<file path="src/rtl/multi_cycle_control_if.sv">
// Control bundle between the multi-cycle controller and its datapath.
// The controller takes the master side and the datapath takes the slave side.
interface multi_cycle_control_if;
    logic [5:0] opcode;
    logic [5:0] funct;
    logic       zero;
    logic       pc_en;
    logic       iord;
    logic       mem_write;
    logic       ir_write;
    logic [1:0] reg_dst;
    logic [1:0] mem_to_reg;
    logic       reg_write;
    logic       alu_src_a;
    logic [1:0] alu_src_b;
    logic [2:0] alu_ctrl;
    logic [1:0] pc_source;
    logic [3:0] state;

    modport master (
        input  opcode, funct, zero,
        output pc_en, iord, mem_write, ir_write, reg_dst, mem_to_reg,
               reg_write, alu_src_a, alu_src_b, alu_ctrl, pc_source, state
    );

    modport slave (
        output opcode, funct, zero,
        input  pc_en, iord, mem_write, ir_write, reg_dst, mem_to_reg,
               reg_write, alu_src_a, alu_src_b, alu_ctrl, pc_source, state
    );
endinterface

</file>
<file path="src/rtl/multi_cycle_control.sv">
// Moore control FSM for a multi-cycle MIPS subset (lw/sw/R-type/beq/addi/j).
// Outputs decode the state register; pc_en in BRANCH follows the zero flag.
module multi_cycle_control (
    input  logic                   clk,
    input  logic                   rst,
    multi_cycle_control_if.master  bus
);
    typedef enum logic [3:0] {
        FETCH  = 4'd0,  DECODE = 4'd1,  MEMADR = 4'd2,  MEMRD  = 4'd3,
        MEMWB  = 4'd4,  MEMWR  = 4'd5,  EXEC   = 4'd6,  ALUWB  = 4'd7,
        BRANCH = 4'd8,  ADDIEX = 4'd9,  ADDIWB = 4'd10, JUMP   = 4'd11
    } state_t;

    state_t state_q, state_d;

    always_ff @(posedge clk or posedge rst) begin
        if (rst) state_q <= FETCH;
        else     state_q <= state_d;
    end

    always_comb begin
        state_d        = FETCH;
        bus.pc_en      = 1'b0;
        bus.iord       = 1'b0;
        bus.mem_write  = 1'b0;
        bus.ir_write   = 1'b0;
        bus.reg_dst    = 2'd0;
        bus.mem_to_reg = 2'd0;
        bus.reg_write  = 1'b0;
        bus.alu_src_a  = 1'b0;
        bus.alu_src_b  = 2'd0;
        bus.alu_ctrl   = 3'b000;
        bus.pc_source  = 2'd0;
        case (state_q)
            FETCH: begin
                bus.ir_write  = 1'b1;
                bus.alu_src_b = 2'd1;
                bus.alu_ctrl  = 3'b010;
                bus.pc_en     = 1'b1;
                state_d       = DECODE;
            end
            DECODE: begin
                // ALU precomputes the branch target while the opcode decodes
                bus.alu_src_b = 2'd3;
                bus.alu_ctrl  = 3'b010;
                case (bus.opcode)
                    6'h23, 6'h2B: state_d = MEMADR;
                    6'h00:        state_d = EXEC;
                    6'h04:        state_d = BRANCH;
                    6'h08:        state_d = ADDIEX;
                    6'h02:        state_d = JUMP;
                    default:      state_d = FETCH;
                endcase
            end
            MEMADR: begin
                bus.alu_src_a = 1'b1;
                bus.alu_src_b = 2'd2;
                bus.alu_ctrl  = 3'b010;
                state_d       = (bus.opcode == 6'h23) ? MEMRD : MEMWR;
            end
            MEMRD: begin
                bus.iord = 1'b1;
                state_d  = MEMWB;
            end
            MEMWB: begin
                bus.mem_to_reg = 2'd1;
                bus.reg_write  = 1'b1;
            end
            MEMWR: begin
                bus.iord      = 1'b1;
                bus.mem_write = 1'b1;
            end
            EXEC: begin
                bus.alu_src_a = 1'b1;
                case (bus.funct)
                    6'h22:   bus.alu_ctrl = 3'b110;
                    6'h24:   bus.alu_ctrl = 3'b000;
                    6'h25:   bus.alu_ctrl = 3'b001;
                    6'h2A:   bus.alu_ctrl = 3'b111;
                    default: bus.alu_ctrl = 3'b010;
                endcase
                state_d = ALUWB;
            end
            ALUWB: begin
                bus.reg_dst   = 2'd1;
                bus.reg_write = 1'b1;
            end
            BRANCH: begin
                bus.alu_src_a = 1'b1;
                bus.alu_ctrl  = 3'b110;
                bus.pc_source = 2'd1;
                bus.pc_en     = bus.zero;
            end
            ADDIEX: begin
                bus.alu_src_a = 1'b1;
                bus.alu_src_b = 2'd2;
                bus.alu_ctrl  = 3'b010;
                state_d       = ADDIWB;
            end
            ADDIWB: begin
                bus.reg_write = 1'b1;
            end
            JUMP: begin
                bus.pc_source = 2'd2;
                bus.pc_en     = 1'b1;
            end
            default: state_d = FETCH;
        endcase
    end

    assign bus.state = state_q;
endmodule

</file>
<file path="src/flat_wrapper.sv">
// flat-port wrapper written by rule: the top's interface ports become plain ports
module multi_cycle_control_flat 
  (clk, rst, bus_opcode, bus_funct, bus_zero, bus_pc_en, bus_iord, bus_mem_write, bus_ir_write, bus_reg_dst, bus_mem_to_reg, bus_reg_write, bus_alu_src_a, bus_alu_src_b, bus_alu_ctrl, bus_pc_source, bus_state);
  multi_cycle_control_if bus_i ();
  input  logic clk;
  input  logic rst;
  input wire logic [$bits(bus_i.opcode)-1:0] bus_opcode;
  input wire logic [$bits(bus_i.funct)-1:0] bus_funct;
  input wire logic [$bits(bus_i.zero)-1:0] bus_zero;
  output wire logic [$bits(bus_i.pc_en)-1:0] bus_pc_en;
  output wire logic [$bits(bus_i.iord)-1:0] bus_iord;
  output wire logic [$bits(bus_i.mem_write)-1:0] bus_mem_write;
  output wire logic [$bits(bus_i.ir_write)-1:0] bus_ir_write;
  output wire logic [$bits(bus_i.reg_dst)-1:0] bus_reg_dst;
  output wire logic [$bits(bus_i.mem_to_reg)-1:0] bus_mem_to_reg;
  output wire logic [$bits(bus_i.reg_write)-1:0] bus_reg_write;
  output wire logic [$bits(bus_i.alu_src_a)-1:0] bus_alu_src_a;
  output wire logic [$bits(bus_i.alu_src_b)-1:0] bus_alu_src_b;
  output wire logic [$bits(bus_i.alu_ctrl)-1:0] bus_alu_ctrl;
  output wire logic [$bits(bus_i.pc_source)-1:0] bus_pc_source;
  output wire logic [$bits(bus_i.state)-1:0] bus_state;
  assign bus_i.opcode = bus_opcode;
  assign bus_i.funct = bus_funct;
  assign bus_i.zero = bus_zero;
  assign bus_pc_en = bus_i.pc_en;
  assign bus_iord = bus_i.iord;
  assign bus_mem_write = bus_i.mem_write;
  assign bus_ir_write = bus_i.ir_write;
  assign bus_reg_dst = bus_i.reg_dst;
  assign bus_mem_to_reg = bus_i.mem_to_reg;
  assign bus_reg_write = bus_i.reg_write;
  assign bus_alu_src_a = bus_i.alu_src_a;
  assign bus_alu_src_b = bus_i.alu_src_b;
  assign bus_alu_ctrl = bus_i.alu_ctrl;
  assign bus_pc_source = bus_i.pc_source;
  assign bus_state = bus_i.state;
  multi_cycle_control u_core (.clk(clk), .rst(rst), .bus(bus_i));
endmodule
</file>
<file path="config.mk">
export PLATFORM = sky130hd
export DESIGN_NAME = multi_cycle_control_flat
export DESIGN_NICKNAME = d
export VERILOG_FILES = /design/src/rtl/multi_cycle_control_if.sv /design/src/rtl/multi_cycle_control.sv /design/src/flat_wrapper.sv
export SDC_FILE = /design/constraint.sdc
export NUM_CORES = 1
export LEC_CHECK = 0
export CAP_MARGIN = 20
export CORE_MARGIN = 1
export CORE_UTILIZATION = 37
export CTS_CLUSTER_SIZE = 12
export DETAILED_ROUTE_END_ITERATION = 6
export MAX_ROUTING_LAYER = met4
export PLACE_DENSITY = 0.91
export SLEW_MARGIN = 10
export SYNTH_ARGS = -nofsm -noshare
export SYNTH_HDL_FRONTEND = slang
export SYNTH_SLANG_ARGS = --single-unit
</file>
<file path="constraint.sdc">
create_clock -name clk -period 2.5 [get_ports clk]
set_input_delay 0.25 -clock clk [delete_from_list [all_inputs] [get_ports clk]]
set_output_delay 0.25 -clock clk [all_outputs]
set_load 0.01 [all_outputs]
</file>
==> results_dict.tcl, run 1 <==
set metrics [dict create \
    yosys.area.top_type "dfrtp_1" \
    cp_data_required_time_ps 2250 \
    netlist_instances 78 \
    setup-tns-final_ps 0 \
    ios 36 \
    r2r_cells 4 \
    cts_buffers 3 \
    clockRootBuffer "clkbuf_4" \
    core_um2 1320 \
    cts.path.max_buffers 2 \
    path_buf_inv 1 \
    status "completed" \
    cts_tree "done" \
    hold_buffers 0 \
    critPathMaxStageDelay_ps 590 \
    h-tree-depth 1 \
    synth_top_area_share 0.188 \
    finalHoldViolCount 0 \
    crit_fanout 14 \
    grt_antenna_before_repair 0 \
    vdd_ir_drop_max_mv 0.358 \
    viasPerCell 5.49 \
    power.density_nw_per_um2 713 \
    fillers 105 \
    rr_endpoint "u_core.bus.state[2]" \
    synth_area_per_cell_um2 6.82 \
    start_util 0.404 \
    fin_crit_ps 2220 \
    setup-violations-final 0 \
    fin_skew_ps 4.96 \
    drc 0 \
    met1_usage 0.255 \
    critical-path-top-delay-family "simple AND/OR/NAND/NOR gates" \
    use_met2 0.327 \
    overflow 0 \
    cap_violations 0 \
    rsz0062_at_grt "false" \
    yosysWarningCount 0 \
    cp.arrival_ps 1970 \
    hold_ws_ps 196 \
    leakage_uw 0.000353 \
    cts_setup_buffers 0 \
    grt.busiest_layer "met2" \
    synth-seq-cells 4 \
    largest_register_ff_count 4 \
    post_cts_resized 0 \
    dr.pass1.iters 4 \
    grt_pass1_wl_um 2130 \
    netlist_area_um2 532 \
    totalWireLength_um 1430 \
    fmax_mhz 450 \
    worstSetupEndpointType "output port" \
    drive_above_1_share 0.0642 \
    ant_nets 0 \
    io_buffers 33 \
    synthDistinctLibCells 36 \
    synth_edf_count 0 \
    rows 13 \
    fin_crit_sh 0.889 \
    die_h_um 39.9 \
    grt_max_degree 17 \
    hpwl_um 1110 \
    slew_violations 0 \
    clk_pin_slew_worst_paths_ps 40 \
    insertion_delay_ps 240 \
    drt_first_iter_violations 18 \
    gr-usage-all-layers 0.209 \
    power.total_uw 626 \
    post_drt_wl_per_cell_um 11.6 \
    worst_setup_path_start_kind "register" \
    rr_startpoint "u_core.bus.state[2]" \
    met3_usage 0.0341 \
    regToRegSetupSlack_ps 1040 \
    regArea_um2 100 \
    ys_seq_area_frac 0.188 \
    synthArstFlopShare 1.00 \
    crit_chain "nor4bb_1 > nor4b_1 > clkdlybuf4s50_1" \
    hp-class "input port to async pin" \
    critPathKind "register to output port" \
    multi_input_area_um2 368 \
    place_congestion 0.839 \
    diodes 0 \
    synthFlopType "dfrtp_1" \
    syn_to_final_growth_pct 64.9 \
    layout.nets 126 \
    first_global_vias 497 \
    num_vias 681 \
    die_x_um 39.9 \
    synthTopCellsByArea "dfrtp_1, nor2_1, nor3_1, xor2_1, a21oi_1" \
    cp_slowest_cell "clkdlybuf4s50_1" \
    die-area_um2 1590 \
    cts.sinks 4 \
]
[cell type report]
cell class / count / share of cell area
multi-input combinational: 62 / 0.419
timing repair buffer: 36 / 0.402
sequential: 4 / 0.114
clock buffer: 3 / 0.0257
tap: 15 / 0.0214
inverter: 4 / 0.0171
[cells in the mapped netlist, drive strengths merged, types with 3 or more instances]
cell,number
a21oi,5
buf,6
clkbuf,3
dfrtp,4
inv,4
nand3,3
nor2,11
nor3,7
o21ai,4
xor2,4
[power by group]
group          switching, uW  internal [uW]  total, uW
logic                    192            235        427
clock network           25.6           53.6       79.2
registers               38.7           81.2        120
total                    256            369        626
[logic make-up (layout without fill, tap and decap cells)]
| family | after synthesis | count (layout) | synth area share |
|---|---|---|---|
| simple gates | 38 | 38 | 0.388 |
| compound gates | 17 | 17 | 0.205 |
| buf+inv | 13 | 43 | 0.127 |
| xor+xnor | 4 | 4 | 0.0659 |
| flops | 4 | 4 | 0.188 |
| other cells | 1 | 2 | 0.00705 |
| mux | 1 | 1 | 0.0188 |
[routing by layer]
layer | wire length, um | share of wire | up-vias
li1 | - | - | 347
met1 | 618 | 0.43 | 295
met2 | 695 | 0.48 | 37
met3 | 105 | 0.073 | 2
met4 | 14 | 0.0098 | 0
met5 | 0 | 0 | -
[cells in the final DEF, fill, tap and decap left out, types with 2 or more instances in the layout]
| master | netlist | final |
|---|---|---|
| xor2_1 | 4 | 4 |
| o21ai_1 | 3 | 3 |
| clkdlybuf4s50_1 | 0 | 33 |
| clkbuf_4 | 0 | 3 |
| nor2_1 | 11 | 11 |
| a21oi_1 | 5 | 5 |
| nor3_1 | 7 | 7 |
| dfrtp_1 | 4 | 4 |
| nand2_1 | 2 | 2 |
| inv_1 | 3 | 3 |
| nand3_1 | 3 | 3 |
| nor3b_1 | 2 | 2 |
| and3_1 | 2 | 2 |
| nand4_1 | 2 | 2 |
| nand2b_1 | 2 | 2 |
| conb_1 | 1 | 2 |
| buf_4 | 2 | 3 |
[through the flow]
stage | instance area (um^2) | instances | utilization | setup WS [ps]
2_1_floorplan | 536 | 79 | - | 991
3_5_place_dp | 855 | 121 | 0.649 | 326
6_report | 877 | 124 | 0.666 | 277
3_3_place_gp | 855 | 121 | 0.649 | 364
4_1_cts | 877 | 124 | 0.666 | 268
5_1_grt | 877 | 124 | 0.666 | 139
[worst max-delay path by stage]
stage	from	slack (ps)	endpoint	cells past startpoint
after global routing	u_core.bus.state[3]	140	bus_alu_ctrl[0]	3
after detailed placement	bus_funct[5]	330	bus_alu_ctrl[0]	4
after global placement	bus_funct[5]	360	bus_alu_ctrl[0]	4
after CTS	u_core.bus.state[3]	270	bus_alu_ctrl[0]	3
final	u_core.bus.state[3]	280	bus_alu_ctrl[0]	3
after floorplan	u_core.bus.state[2]	990	bus_alu_ctrl[0]	3
Note: power is estimated with default switching activity, not from simulation.
==> run 2, diff against run 1 <==
CORE_MARGIN = 3   (was 1)
==> results_dict.tcl, run 2 (synthesis results as in run 1) <==
set metrics [dict create \
    viasPerCell 5.40 \
    num_vias 669 \
    die-area_um2 1930 \
    grt_pass1_wl_um 2310 \
    setup-violations-final 0 \
    cp_data_required_time_ps 2250 \
    final_area_um2 877 \
    layout.nets 126 \
    largest_register_ff_count 4 \
    ios 36 \
    fin_crit_sh 0.929 \
    h-tree-depth 1 \
    dpl-instance-area_um2 855 \
    drive_above_1_share 0.0642 \
    totalWireLength_um 1420 \
    vdd_ir_drop_max_mv 0.379 \
    core_um2 1320 \
    overflow 0 \
    clockRootBuffer "clkbuf_4" \
    finalHoldViolCount 0 \
    status "completed" \
    post_cts_resized 0 \
    cts_setup_buffers 0 \
    crit_fanout 14 \
    cts_tree "done" \
    insertion_delay_ps 240 \
    rsz0062_at_grt "false" \
    gr-usage-all-layers 0.160 \
    place_ws_ps 246 \
    cts.path.max_buffers 2 \
    cp.arrival_ps 2070 \
    mostFrequentLayoutCell "clkdlybuf4s50_1" \
    fin_ws_ps 177 \
    final_util 0.666 \
    fin_skew_ps 5.14 \
    slew_violations 0 \
    worstSetupEndpointType "output port" \
    grt_antenna_before_repair 0 \
    grt_max_degree 17 \
    io_buffers 33 \
    hold_buffers 0 \
    drc 0 \
    mostFrequentLayoutCells "clkdlybuf4s50_1, nor2_1, nor3_1, a21oi_1" \
    hpwl_um 1150 \
    fin_crit_ps 2320 \
    syn_to_final_growth_pct 64.9 \
    cts_buffers 3 \
    start_util 0.404 \
    critPathKind "register to output port" \
    fin_cells 124 \
    drt_first_iter_violations 6 \
    worst_setup_path_start_kind "register" \
    setup-tns-final_ps 0 \
    die_h_um 43.9 \
    die_x_um 43.9 \
    power.density_nw_per_um2 713 \
    diodes 0 \
    rows 13 \
    first_global_vias 562 \
    fmax_mhz 430 \
    dp.cells 121 \
    hp-class "input port to async pin" \
    cap_violations 0 \
    clk_pin_slew_worst_paths_ps 40 \
    cts.sinks 4 \
    post_drt_wl_per_cell_um 11.5 \
    ant_nets 0 \
    place_congestion 0.835 \
    leakage_uw 0.000353 \
    dr.pass1.iters 3 \
]
-- run 2: power breakdown --
part | leakage, uW | switching [uW] | internal, uW
sequential | 0.0000531 | 39.6 | 81.1
clock | 0.0000138 | 28.6 | 53.8
combinational | 0.000286 | 188 | 234
total | 0.000353 | 256 | 369
-- run 2: layout make-up --
type	count	area, um^2
Tap cell	15	18.8
Fill cell	110	440
Inverter	4	15.0
Clock buffer	3	22.5
Sequential cell	4	100
Multi-Input combinational cell	62	368
Timing Repair Buffer	36	353
-- run 2: path summary, 6_finish.rpt --
kind / from / slack (ps) / cells after the start / end
worst min-delay path: rst / 190 / 2 / u_core.bus.state[0]
min in group clk: u_core.bus.state[1] / 610 / 3 / u_core.bus.state[0]
max in group asynchronous: rst / 2170 / 2 / u_core.bus.state[2]
worst min register to register: u_core.bus.state[1] / 610 / 3 / u_core.bus.state[0]
worst max register to register: u_core.bus.state[2] / 1030 / 4 / u_core.bus.state[2]
worst max-delay path: u_core.bus.state[3] / 180 / 3 / bus_alu_ctrl[0]
-- run 2: routing by layer --
| metal | up-vias | routed length (um) | GRT usage |
|---|---|---|---|
| met5 | - | 0 | - |
| li1 | 343 | - | - |
| met2 | 29 | 658 | 0.253 |
| met3 | 2 | 127 | 0.0166 |
| met4 | 0 | 19 | 0.102 |
| met1 | 295 | 619 | 0.190 |
-- run 2: critical path, stage by stage, from the launching register on --
cell             delay [ps]
dfrtp_1                 510
nor4bb_1                390
nor4b_1                 320
clkdlybuf4s50_1         600
-- run 2: through the flow --
stage	hold WS (ps)	total power [uW]
5_1_grt	218	677
6_report	187	625
3_5_place_dp	437	544
4_1_cts	188	628
3_3_place_gp	438	540
2_1_floorplan	16.1	349
==> run 3, diff against run 2 <==
ABC_AREA = 1   (was default)
==> results_dict.tcl, run 3 <==
set metrics [dict create \
    synth_area_per_cell_um2 5.21 \
    power.share.switching 0.419 \
    first_global_vias 659 \
    gr-usage-all-layers 0.180 \
    layout.nets 154 \
    synth_top_area_share 0.188 \
    totalWireLength_um 1480 \
    synth.most_common_cell "nand2_1" \
    synthTopCellsByArea "dfrtp_1, nand2_1, inv_1, nor2_1, nand3_1" \
    clk_pin_slew_worst_paths_ps 40 \
    fin_crit_sh 0.810 \
    die_x_um 43.9 \
    io_buffers 33 \
    die-area_um2 1930 \
    syn_to_final_growth_pct 67.8 \
    clockRootBuffer "clkbuf_4" \
    yosys.area.top_type "dfrtp_1" \
    largest_register_ff_count 4 \
    num_vias 704 \
    post_cts_resized 0 \
    finalHoldViolCount 0 \
    cts.path.max_buffers 2 \
    switching_power_uw 237 \
    viasPerCell 4.63 \
    h-tree-depth 1 \
    worstSetupEndpointType "output port" \
    overflow 0 \
    mostFrequentLayoutCells "clkdlybuf4s50_1, nand2_1, inv_1, nor2_1, nand3_1" \
    cts.sinks 4 \
    vdd_ir_drop_max_mv 0.341 \
    start_util 0.404 \
    setup-violations-final 0 \
    rows 13 \
    synth_commonest_cells "nand2_1, inv_1, nor2_1" \
    hpwl_um 1290 \
    fin_crit_ps 2020 \
    drt_first_iter_violations 6 \
    hold_buffers 0 \
    diodes 0 \
    cts_tree "done" \
    cts_buffers 3 \
    comb_power_share 0.682 \
    dr.pass1.iters 4 \
    grt_antenna_before_repair 0 \
    ios 36 \
    worst_setup_path_start_kind "register" \
    netlist_instances 102 \
    clkPwrFrac 0.144 \
    crit_fanout 5 \
    grt_max_degree 8 \
    die_h_um 43.9 \
    hp-class "input port to async pin" \
    cp.arrival_ps 1770 \
    ys_seq_area_frac 0.188 \
    fmax_mhz 494 \
    fin_skew_ps 6.70 \
    synth-seq-cells 4 \
    post_drt_wl_per_cell_um 9.71 \
    mostFrequentLayoutCell "clkdlybuf4s50_1" \
    ant_nets 0 \
    netlist_area_um2 532 \
    drc 0 \
    leakage_uw 0.000471 \
    status "completed" \
    grt_pass1_wl_um 2550 \
    slew_violations 0 \
    internal_power_uw 328 \
    synthDistinctLibCells 18 \
    pwr-share-seq 0.174 \
    yosysWarningCount 0 \
    insertion_delay_ps 240 \
    rsz0062_at_grt "false" \
    core_um2 1320 \
    fillers 122 \
    power.density_nw_per_um2 633 \
    synthArstFlopShare 1.00 \
    cap_violations 0 \
    synthFlopType "dfrtp_1" \
    synth_edf_count 0 \
    place_congestion 0.794 \
    drive_above_1_share 0.0730 \
    final_util 0.677 \
    critPathKind "register to output port" \
    cts_setup_buffers 0 \
    setup-tns-final_ps 0 \
    cp_data_required_time_ps 2250 \
]
## run 3: logic make-up (layout without fill, tap and decap cells)
kind of cell | count (synthesis) | count (layout) | synth area share
other | 1 | 2 | 0.00705
AO/OA/AOI/OAI | 5 | 5 | 0.0541
flip-flops | 4 | 4 | 0.188
AND/OR/NAND/NOR | 66 | 66 | 0.553
buffers and inverters | 26 | 60 | 0.198
## run 3: layer usage
metal / up-vias / wire length (um) / track usage
met4: 0 / 16 / 0.0904
met3: 2 / 92 / 0.0332
li1: 376 / - / -
met2: 22 / 802 / 0.314
met1: 304 / 564 / 0.190
met5: - / 0 / -
## run 3: power by group through the flow
stage,combinational (uW),sequential [uW],clock [uW]
floorplan,183,105,0
global placement,380,98.7,0
detailed placement,385,99.4,0
CTS,387,98.4,83.1
global route,421,101,86.7
finish,385,98.6,81.3
## run 3: final timing paths
path	start	endpoint	slack, ps	cells past startpoint
setup / recovery	u_core.bus.state[3]	bus_alu_src_a	480	6
hold / removal	rst	u_core.bus.state[0]	190	2
setup reg to reg	u_core.bus.state[3]	u_core.bus.state[1]	1360	5
hold reg to reg	u_core.bus.state[0]	u_core.bus.state[0]	660	3
max in group asynchronous	rst	u_core.bus.state[3]	2160	2
min in group clk	u_core.bus.state[0]	u_core.bus.state[0]	660	3
## run 3: area by class of cell
| cell class | count | area, um^2 | share of cell area |
|---|---|---|---|
| clock buffer | 3 | 22.5 | 0.0252 |
| sequential | 4 | 100 | 0.112 |
| multi-input combinational | 73 | 330 | 0.370 |
| inverter | 24 | 90.1 | 0.101 |
| tap | 15 | 18.8 | 0.0210 |
| timing repair buffer | 33 | 330 | 0.370 |
## run 3: per-stage QoR
stage | total power, uW | instances | cell area (um^2) | worst slack (ps) | hold WS (ps)
6_report | 565 | 152 | 892 | 476 | 188
5_1_grt | 609 | 152 | 892 | 358 | 214
4_1_cts | 568 | 152 | 892 | 477 | 188
3_5_place_dp | 484 | 149 | 870 | 569 | 441
3_3_place_gp | 478 | 149 | 870 | 625 | 432
2_1_floorplan | 288 | 103 | 536 | 1170 | 16.1
## run 3: critical path, cell delays in order (launching register included)
cell and delay, ps:
dfrtp_1 390, inv_1 110, nand2_1 150, nor2_1 200, inv_1 80, nand3_1 80
clkdlybuf4s50_1 530
